--- src/rtl/alu_pkg.sv ---
// Shared definitions for the sequential ALU: 4-bit opcode constants and
// the controller state encoding.
package alu_pkg;

  localparam logic [3:0] OP_ADD = 4'b0000;
  localparam logic [3:0] OP_SUB = 4'b0001;
  localparam logic [3:0] OP_ADC = 4'b0010;
  localparam logic [3:0] OP_SBC = 4'b0011;
  localparam logic [3:0] OP_SHL = 4'b0100;
  localparam logic [3:0] OP_SHR = 4'b0101;
  localparam logic [3:0] OP_SAR = 4'b0110;
  localparam logic [3:0] OP_ROL = 4'b0111;
  localparam logic [3:0] OP_AND = 4'b1000;
  localparam logic [3:0] OP_OR  = 4'b1001;
  localparam logic [3:0] OP_XOR = 4'b1010;
  localparam logic [3:0] OP_NOT = 4'b1011;
  localparam logic [3:0] OP_MUL = 4'b1100;

  typedef enum logic [1:0] {
    ST_IDLE = 2'd0,
    ST_ITER = 2'd1,
    ST_FIN  = 2'd2
  } state_t;

  // Shifts and rotates occupy opcodes 01xx.
  function automatic logic is_shift_op(input logic [3:0] op);
    return (op[3:2] == 2'b01);
  endfunction

endpackage

--- src/rtl/alu_seq_iter.sv ---
// Iterative datapath for shifts, rotates and the unsigned multiply.
// One bit of shift (or one multiplier bit) is processed per step.
// Ports:
//   clk_i, rst_ni   clock / async active-low reset (counter only)
//   load_i          capture op, operands and iteration count
//   step_i          advance one iteration
//   op_i, a_i, b_i  opcode and operands captured on load
//   res_o, carry_o  result/carry as they will be after the current step
//   last_o          the current step is the final one
module alu_seq_iter
  import alu_pkg::*;
#(
  parameter int WIDTH = 8
) (
  input  logic             clk_i,
  input  logic             rst_ni,
  input  logic             load_i,
  input  logic             step_i,
  input  logic [3:0]       op_i,
  input  logic [WIDTH-1:0] a_i,
  input  logic [WIDTH-1:0] b_i,
  output logic [WIDTH-1:0] res_o,
  output logic             carry_o,
  output logic             last_o
);

  localparam int SHW = $clog2(WIDTH);
  localparam logic [SHW:0] CNT_MUL = (SHW+1)'(WIDTH);

  logic [3:0]         op_q;
  logic [WIDTH-1:0]   work_q, work_d;
  logic [2*WIDTH-1:0] prod_q, prod_d;
  logic [SHW:0]       cnt_q, cnt_d;
  logic [WIDTH:0]     psum;
  logic               c_step;

  // work_q holds the shifted operand, or the multiplicand for MUL.
  // prod_q starts as {0, B}; each step adds A into the high half when the
  // current low bit is set, then shifts the whole register right.
  always_comb begin
    work_d = work_q;
    prod_d = prod_q;
    c_step = 1'b0;
    psum   = {1'b0, prod_q[2*WIDTH-1:WIDTH]} +
             (prod_q[0] ? {1'b0, work_q} : '0);
    case (op_q)
      OP_SHL: begin
        work_d = {work_q[WIDTH-2:0], 1'b0};
        c_step = work_q[WIDTH-1];
      end
      OP_SHR: begin
        work_d = {1'b0, work_q[WIDTH-1:1]};
        c_step = work_q[0];
      end
      OP_SAR: begin
        work_d = {work_q[WIDTH-1], work_q[WIDTH-1:1]};
        c_step = work_q[0];
      end
      OP_ROL: begin
        // The bit rotated out lands in Y[0], which is what C reports.
        work_d = {work_q[WIDTH-2:0], work_q[WIDTH-1]};
        c_step = work_q[WIDTH-1];
      end
      OP_MUL: begin
        prod_d = {psum, prod_q[WIDTH-1:1]};
      end
      default: ;
    endcase
  end

  assign res_o   = (op_q == OP_MUL) ? prod_d[WIDTH-1:0] : work_d;
  assign carry_o = (op_q == OP_MUL) ? (|prod_d[2*WIDTH-1:WIDTH]) : c_step;
  assign last_o  = (cnt_q == (SHW+1)'(1));

  always_comb begin
    cnt_d = cnt_q;
    if (load_i) begin
      cnt_d = (op_i == OP_MUL) ? CNT_MUL : {1'b0, b_i[SHW-1:0]};
    end else if (step_i && (cnt_q != '0)) begin
      cnt_d = cnt_q - (SHW+1)'(1);
    end
  end

  always_ff @(posedge clk_i or negedge rst_ni) begin
    if (!rst_ni) begin
      cnt_q <= '0;
    end else begin
      cnt_q <= cnt_d;
    end
  end

  always_ff @(posedge clk_i) begin
    if (load_i) begin
      op_q   <= op_i;
      work_q <= a_i;
      prod_q <= {{WIDTH{1'b0}}, b_i};
    end else if (step_i) begin
      work_q <= work_d;
      prod_q <= prod_d;
    end
  end

endmodule

--- src/rtl/alu_seq.sv ---
// Multi-cycle ALU with registered result/flags, persistent carry for
// ADC/SBC, and iterative shifts/rotates/multiply behind a START/BUSY/DONE
// handshake.
// Ports:
//   CLK, RST_N      clock / async active-low reset
//   START, OP, A, B request and operands (accepted when BUSY=0)
//   BUSY            iterative operation in progress
//   DONE            one-cycle pulse; Y and flags updated in this cycle
//   Y, C, V, N, Z   registered result and flags
module alu_seq
  import alu_pkg::*;
#(
  parameter int WIDTH = 8
) (
  input  logic             CLK,
  input  logic             RST_N,
  input  logic             START,
  input  logic [3:0]       OP,
  input  logic [WIDTH-1:0] A,
  input  logic [WIDTH-1:0] B,
  output logic             BUSY,
  output logic             DONE,
  output logic [WIDTH-1:0] Y,
  output logic             C,
  output logic             V,
  output logic             N,
  output logic             Z
);

  localparam int SHW = $clog2(WIDTH);

  state_t           state_q, state_d;
  logic [WIDTH-1:0] y_q, y_d;
  logic             c_q, c_d, v_q, v_d, n_q, z_q;
  logic             wr, load, step;
  logic [WIDTH-1:0] it_res;
  logic             it_carry, it_last;
  logic [WIDTH-1:0] b_sel, alu_y;
  logic [WIDTH:0]   sum;
  logic             cin, alu_c, alu_v;
  logic             go_iter;

  alu_seq_iter #(.WIDTH(WIDTH)) u_iter (
    .clk_i   (CLK),
    .rst_ni  (RST_N),
    .load_i  (load),
    .step_i  (step),
    .op_i    (OP),
    .a_i     (A),
    .b_i     (B),
    .res_o   (it_res),
    .carry_o (it_carry),
    .last_o  (it_last)
  );

  // Single-cycle ops are evaluated from the live inputs in the accepting
  // cycle; Cin is the C flag held at that moment.
  always_comb begin
    b_sel = ((OP == OP_SUB) || (OP == OP_SBC)) ? ~B : B;
    if (OP == OP_ADD)      cin = 1'b0;
    else if (OP == OP_SUB) cin = 1'b1;
    else                   cin = c_q;
    sum   = {1'b0, A} + {1'b0, b_sel} + {{WIDTH{1'b0}}, cin};
    alu_y = A;
    alu_c = 1'b0;
    alu_v = 1'b0;
    case (OP)
      OP_ADD, OP_SUB, OP_ADC, OP_SBC: begin
        alu_y = sum[WIDTH-1:0];
        alu_c = sum[WIDTH];
        alu_v = (A[WIDTH-1] == b_sel[WIDTH-1]) &&
                (sum[WIDTH-1] != A[WIDTH-1]);
      end
      OP_AND:  alu_y = A & B;
      OP_OR:   alu_y = A | B;
      OP_XOR:  alu_y = A ^ B;
      OP_NOT:  alu_y = ~A;
      // Zero-amount shifts and reserved opcodes pass A through.
      default: ;
    endcase
  end

  assign go_iter = (OP == OP_MUL) ||
                   (is_shift_op(OP) && (B[SHW-1:0] != '0));

  always_comb begin
    state_d = state_q;
    load    = 1'b0;
    step    = 1'b0;
    wr      = 1'b0;
    y_d     = y_q;
    c_d     = c_q;
    v_d     = v_q;
    case (state_q)
      ST_IDLE, ST_FIN: begin
        state_d = ST_IDLE;
        if (START) begin
          if (go_iter) begin
            load    = 1'b1;
            state_d = ST_ITER;
          end else begin
            wr      = 1'b1;
            y_d     = alu_y;
            c_d     = alu_c;
            v_d     = alu_v;
            state_d = ST_FIN;
          end
        end
      end
      ST_ITER: begin
        step = 1'b1;
        if (it_last) begin
          wr      = 1'b1;
          y_d     = it_res;
          c_d     = it_carry;
          v_d     = 1'b0;
          state_d = ST_FIN;
        end
      end
      default: state_d = ST_IDLE;
    endcase
  end

  always_ff @(posedge CLK or negedge RST_N) begin
    if (!RST_N) begin
      state_q <= ST_IDLE;
      y_q     <= '0;
      c_q     <= 1'b0;
      v_q     <= 1'b0;
      n_q     <= 1'b0;
      z_q     <= 1'b0;
    end else begin
      state_q <= state_d;
      if (wr) begin
        y_q <= y_d;
        c_q <= c_d;
        v_q <= v_d;
        n_q <= y_d[WIDTH-1];
        z_q <= (y_d == '0);
      end
    end
  end

  assign BUSY = (state_q == ST_ITER);
  assign DONE = (state_q == ST_FIN);
  assign Y    = y_q;
  assign C    = c_q;
  assign V    = v_q;
  assign N    = n_q;
  assign Z    = z_q;

endmodule

--- config.mk ---
export PLATFORM = sky130hd
export DESIGN_NAME = alu_seq
export DESIGN_NICKNAME = d
export VERILOG_FILES = /design/src/rtl/alu_pkg.sv /design/src/rtl/alu_seq_iter.sv /design/src/rtl/alu_seq.sv
export SDC_FILE = /design/constraint.sdc
export NUM_CORES = 1
export LEC_CHECK = 0
export BUFFER_PORTS_ARGS = -buffer_cell sky130_fd_sc_hd__buf_2
export CAP_MARGIN = 30
export CORE_UTILIZATION = 60
export CTS_BUF_LIST = sky130_fd_sc_hd__clkbuf_16
export DETAILED_ROUTE_END_ITERATION = 7
export GPL_ROUTABILITY_DRIVEN = 0
export PLACE_DENSITY = 0.81
export SLEW_MARGIN = 15
export SYNTH_ARGS = -nofsm -noshare
export SYNTH_HDL_FRONTEND = slang
export SYNTH_SLANG_ARGS = --single-unit
--- constraint.sdc ---
create_clock -name CLK -period 3.48 [get_ports CLK]
set_input_delay 0.696 -clock CLK [delete_from_list [all_inputs] [get_ports CLK]]
set_output_delay 0.696 -clock CLK [all_outputs]
set_load 0.05 [all_outputs]
== After elaboration in Yosys (flattened, before gate mapping) ==
Index checks and enable logic that the tools add are counted.
Storage, ports and cells
  word-level logic and storage cells: 104
  output and inout bits: 14
  bits of input ports: 23
  bits in registers: 46
Operators by class
  reductions and logical operators: 19
  multiplexer cells: 43
  add/sub/neg operators: 4
  equality and inequality tests: 22
  bitwise logic cells: 5
Operators with widths (count)
  2-to-1 mux 8 bit: 10
  one-hot mux 8 bit (5 select lines): 1
  one-hot mux 8 bit (4 select lines): 1
  == test 4 bit (second input constant): 6
  adder 8 x 8 -> 9 bit: 2
  2-to-1 mux 1 bit: 18
  == test 4 x 3 -> 1 bit (second input constant): 4
  2-to-1 mux 16 bit: 1
  inverter 8 bit: 2
  one-hot mux 8 bit (2 select lines): 1
  2-to-1 mux 4 bit: 3
  adder 9 x 1 -> 9 bit: 1
  AND 8 bit: 1
  == test 4 x 1 -> 1 bit (second input constant): 2
  == test 4 x 2 -> 1 bit (second input constant): 2
  zero test 8 bit: 1
  bitwise OR 8 bit: 1
  one-hot mux 1 bit (2 select lines): 4
  OR reduction 8 bit: 1
  XOR 8 bit: 1
  2-to-1 mux 2 bit: 3
  nonzero test 2 bit: 3
  OR reduction 2 bit: 3
  AND reduction 5 bit: 1
  15 further kinds: 20

== Depth between registers and ports, before layout ==
  word-level depth: 11
  depth in mapped cells: 14
  depth with buffers taken out: 12

== Modules after synthesis ==
Synthesis repeated with hierarchy kept, for this count alone.
Unflattened totals
  cells, all modules: 485
  area total of the unflattened synthesis: 4041.4 µm²
Modules (own cells, without submodules)
  alu_seq_iter: seq. area each 860.8 µm², cells each 252, instances 1, area an instance 2153.3 µm²
  alu_seq: seq. area each 325.3 µm², cells each 233, instances 1, area an instance 1888.1 µm²

== Least setup slack after synthesis ==
No wires, ideal clock.
  path kind: input port to flip-flop
  start point: input OP[0]
  end point: register z_q, in the netlist Z
  arrival: 4.104 ns
  path slack: -0.720 ns
  required time: 3.385 ns
  cell stages on the path: 13
  setup time: 0.095 ns
  path buffers: 3
  path through: clkbuf_1 clkbuf_1 and2_1 clkbuf_1 xnor2_1 fa_1 a211oi_1 nor4_1 nor3_1 a31oi_1 a221o_1 or4_1 o31ai_1
Between the ends
  word-level cells in the longest chain between the ends: 10
  elaborated cells on any way between the ends: 25
  those cells by class: 2 x add/sub; 8 x eq/ne; 10 x mux; 5 x reduce/logical
Ends and longest elaborated chain
  start, declared: RTL line alu_seq.sv:18  | input logic [3:0] OP,
  == test 4 x 1 -> 1 bit or == test 4 x 2 -> 1 bit (tied branches): RTL line alu_seq.sv:59, alu_seq.sv:61, alu_seq.sv:67
  logical OR 1 bit: RTL line alu_seq.sv:59  | b_sel = ((OP == OP_SUB) || (OP == OP_SBC)) ? ~B : B;
  2-to-1 mux 8 bit: RTL line alu_seq.sv:59
  adder 8 x 8 -> 9 bit: RTL line alu_seq.sv:63  | sum = {1'b0, A} + {1'b0, b_sel} + {{WIDTH{1'b0}}, cin};
  adder 9 x 1 -> 9 bit: RTL line alu_seq.sv:63
  one-hot mux 8 bit (5 select lines): RTL line alu_seq.sv:67  | case (OP)
  2-to-1 mux 8 bit: RTL line alu_seq.sv:98  | if (go_iter) begin
  2-to-1 mux 8 bit: RTL line alu_seq.sv:97  | if (START) begin
  one-hot mux 8 bit (2 select lines): RTL line alu_seq.sv:94  | case (state_q)
  zero test 8 bit: RTL line alu_seq.sv:139  | z_q <= (y_d == '0);
  end signal, assigned: RTL line alu_seq.sv:139
  end, declared: RTL line alu_seq.sv:34  | logic c_q, c_d, v_q, v_d, n_q, z_q;
Several ways; a longest one is shown, not always the timed one.
A chain may end at the register's enable or synchronous reset.

== Final worst setup path ==
  start point: input OP[2]
  end point: register z_q, in the netlist Z
Same word-level chain as after synthesis.

==> results.md <==
- Comb pwr share: 0.506
- Critical path capture point type: flop
- Critical path class: primary input to flop
- Status: completed
- Post-synth cell types: 58
- Top cell type's share of synthesized area: 0.156
- Largest net degree at the start of global routing: 23
- Worst setup SP type: primary input
- Layout cell share with drive strength beyond 1: 0.191
- RSZ-0062 raised after global routing: false
- FP Rows: 28
- Num CTS Buffers: 5
- Die area: 6720 sq um
- Post-synth top area cell: edfxtp_1
- Core ar.: 6060 sq um
- First-pass GRT wire length: 17.3 mm
- Fin Hold WS: 0.331 ns
- P&R area growth vs syn: 14.8%
- Synth Area in Compound Gates: 0.211
- Syn nets: 511
- Rel. slew slack: 0.503
- Maximum fanout along the worst path: 6
- Antenna viol nets, final: 0
- Worst-path clk slew: 0.06 ns
- Port-buffer cells: 36
- CTS tree: yes
- Crit path top cell by count: buf_4
- Slew at the pin closest to its max-slew limit: 0.727 ns
- WL met1: 4.57 mm
- CTS max path bufs: 2
- Worst EP required: 3.68 ns
- Max Clock Freq: 305 MHz
- Crit-path max cell delay: 0.52 ns
- Highest-count cells in the layout ignoring fill and taps: nand2_1, inv_1, buf_2
- Synth Area in XOR/XNOR: 0.0476
- Placed Cells: 565
- Slowest CP cell: or4_1
- Uppermost layer routed: met4
- Detailed-route DRC error count: 0
- Syn_area_per_cell: 8.51 sq um
- Switching share of power: 0.453
- Grt ovf: 0
- Met2 Wirelength: 5.09 mm
- DIE HEIGHT: 82 um
- Clk sinks: 45
- Initial antenna violation count: 0
- Layout fillers: 473
- Root Buffer: clkbuf_16
- EDFF count, synth: 20
- Post CTS Setup Buffer Count: 0
- Initial core utilization: 0.634
- Worst-Skew Late Latency: 0.29 ns
- Total track usage: 0.348
- Seq pwr share: 0.330
- Min-delay worst type: primary input to asynchronous set/reset pin
- P_leak: 0.00194 uW
- N_diodes: 0
- Hold Buf Count CTS: 0
- Fin Setup TNS: 0 ns
- Fin. Hold Viols: 0
- Detailed Route WL: 10.9 mm
- Switching pwr: 1310 uW
- H-tree levels: 2
- Ys async rst share: 0.378
- Max Clock Skew: 0.00657 ns
- Internal power: 1580 uW
- Post-route cell area: 4410 sq um
- Max Slew Vio Count: 0
- Yosys warnings: 0
- Post-Synth Simple-Gate Area: 0.173
- Top Ports: 37
- Final HPWL DP: 8.26 mm
- WL/cell: 19.0 um
- Fin crit period: 3.28 ns
- Ranking of synthesized cells by area: edfxtp_1, dfrtp_1, ha_1
- Vias: 3736
- Commonest non-fill, non-tap cell in the layout: nand2_1
- Maxcap violations: 0
- Most used flip-flop cell after synthesis: edfxtp_1
- Sequential-to-total area share from yosys stat: 0.309
- Routed wl met3: 832 um
- DRT iter0 DRCs: 352
- Final period util: 0.943
- Mapped Area: 3840 sq um
- Worst EP arrival: 3.48 ns
- Net count, final: 557
- #FFs+latches synth: 45
- Number of global-route vias before repair: 3588
- Clock power frac: 0.164
- Die W: 82 um
- Setup violators final: 0
- Largest family of logic cells by synthesized area: compound AO/OA/AOI/OAI gates
- Finished Layout Cells: 573
- Drt first pass iters: 5
- Power Dens Cells: 656 nW/um^2
- Area share of fa/ha/maj cells after synthesis: 0.126
- Synth Instances: 451
- Cells along the critical path: buf_2, buf_4, nor2_4, and2_4, buf_4, xnor2_1, ha_1, a21oi_1, nor2_1, nor3_1, a31oi_1, a221o_1, or4_1, o31ai_1
- Multiplexer share of the synthesized area: 0.0720
- DR vias/cell: 6.52
- Peak VDD IR: 0.633 mV
- Layout Utilization: 0.727
- Placed inst area: 4260 sq um
## cells in the mapped netlist, drive strengths merged, types with 3 or more instances
| master | n |
|---|---|
| a211oi | 8 |
| mux4 | 5 |
| buf | 4 |
| and2 | 9 |
| and3 | 3 |
| mux2 | 8 |
| a221o | 4 |
| xnor2 | 14 |
| xor2 | 6 |
| fa | 3 |
| mux2i | 7 |
| o21a | 4 |
| edfxtp | 20 |
| a21oi | 36 |
| nand2b | 3 |
| nand3 | 12 |
| o31ai | 7 |
| nor3b | 3 |
| o21ai | 24 |
| o211ai | 4 |
| a31oi | 10 |
| dfxtp | 8 |
| o22ai | 5 |
| nor2 | 32 |
| ha | 34 |
| dfrtp | 17 |
| o21bai | 3 |
| nor2b | 4 |
| inv | 41 |
| clkbuf | 15 |
| nor3 | 7 |
| nand2 | 60 |
## routing by layer
layer / vias to the layer above / global-route usage
li1: 1716 / -
met1: 1772 / 0.456
met2: 216 / 0.569
met3: 32 / 0.0467
met4: 0 / 0.158
met5: - / 0
## what timing repair did
item | CTS | global route
endpoints found under the setup margin | 0 | 1
resized for setup | 0 | 1
hold endpoints to repair | 0 | 0
## sequential cells by signal, indices dropped and copies added (netlist names)
signal / count
u_iter.op_q: 4
u_iter.cnt_q: 4
Y: 8
u_iter.work_q: 8
C: 1
state_q: 2
V: 1
u_iter.prod_q: 16
Z: 1
## power by group through the flow
stage	Combinational [uW]	Sequential, uW	Clock, uW
finish	1460	956	475
global route	1580	975	489
CTS	1440	949	476
detailed placement	1420	957	0
global placement	1380	948	0
floorplan	893	1090	0
## path summary, 6_finish.rpt
kind,startpoint,to,depth (start not counted),slack [ns]
max,OP[2],Z,14,0.20
min,RST_N,u_iter.cnt_q[0],1,0.33
max reg2reg,u_iter.cnt_q[1],Z,8,0.48
min reg2reg,u_iter.prod_q[11],u_iter.prod_q[11],2,0.49
max in group asynchronous,RST_N,Y[7],1,2.87
min in group CLK,u_iter.prod_q[11],u_iter.prod_q[11],2,0.49
## kinds of logic (layout without fill, tap and decap cells)
| group | Yosys count | after routing |
|---|---|---|
| adder cells (fa/ha/maj) | 37 | 37 |
| flip-flops | 45 | 45 |
| AO/OA/AOI/OAI | 125 | 125 |
| buffers and inverters | 60 | 107 |
| XOR/XNOR | 20 | 20 |
| AND/OR/NAND/NOR | 144 | 144 |
| multiplexers | 20 | 20 |
## final cells by class
class | count | area [sq um] | share of cell area
multi-input cells | 346 | 2480 | 0.563
flip-flops and latches | 45 | 1190 | 0.269
repair buffers | 58 | 345 | 0.0783
clock inverters | 3 | 22.5 | 0.00511
clock buffers | 5 | 125 | 0.0284
inverters | 41 | 154 | 0.0349
well taps | 75 | 93.8 | 0.0213
## stage by stage
step | total power [uW] | setup slack (ns)
floorplan | 1980 | -0.0175
global placement | 2320 | -0.0177
detailed placement | 2380 | -0.0867
CTS | 2860 | 0.210
global route | 3050 | 0.0250
finish | 2890 | 0.199
## critical path: cells and delay by family
| family | cells | cell delay, ns |
|---|---|---|
| adders and majority gates | 1 | 0.31 |
| xor gates and xnor gates | 1 | 0.14 |
| buffers and inverters | 3 | 0.46 |
| and+or+nand+nor | 5 | 1.02 |
| AOI/OAI and AO/OA | 4 | 0.83 |
(Power assumes the default switching activity.)
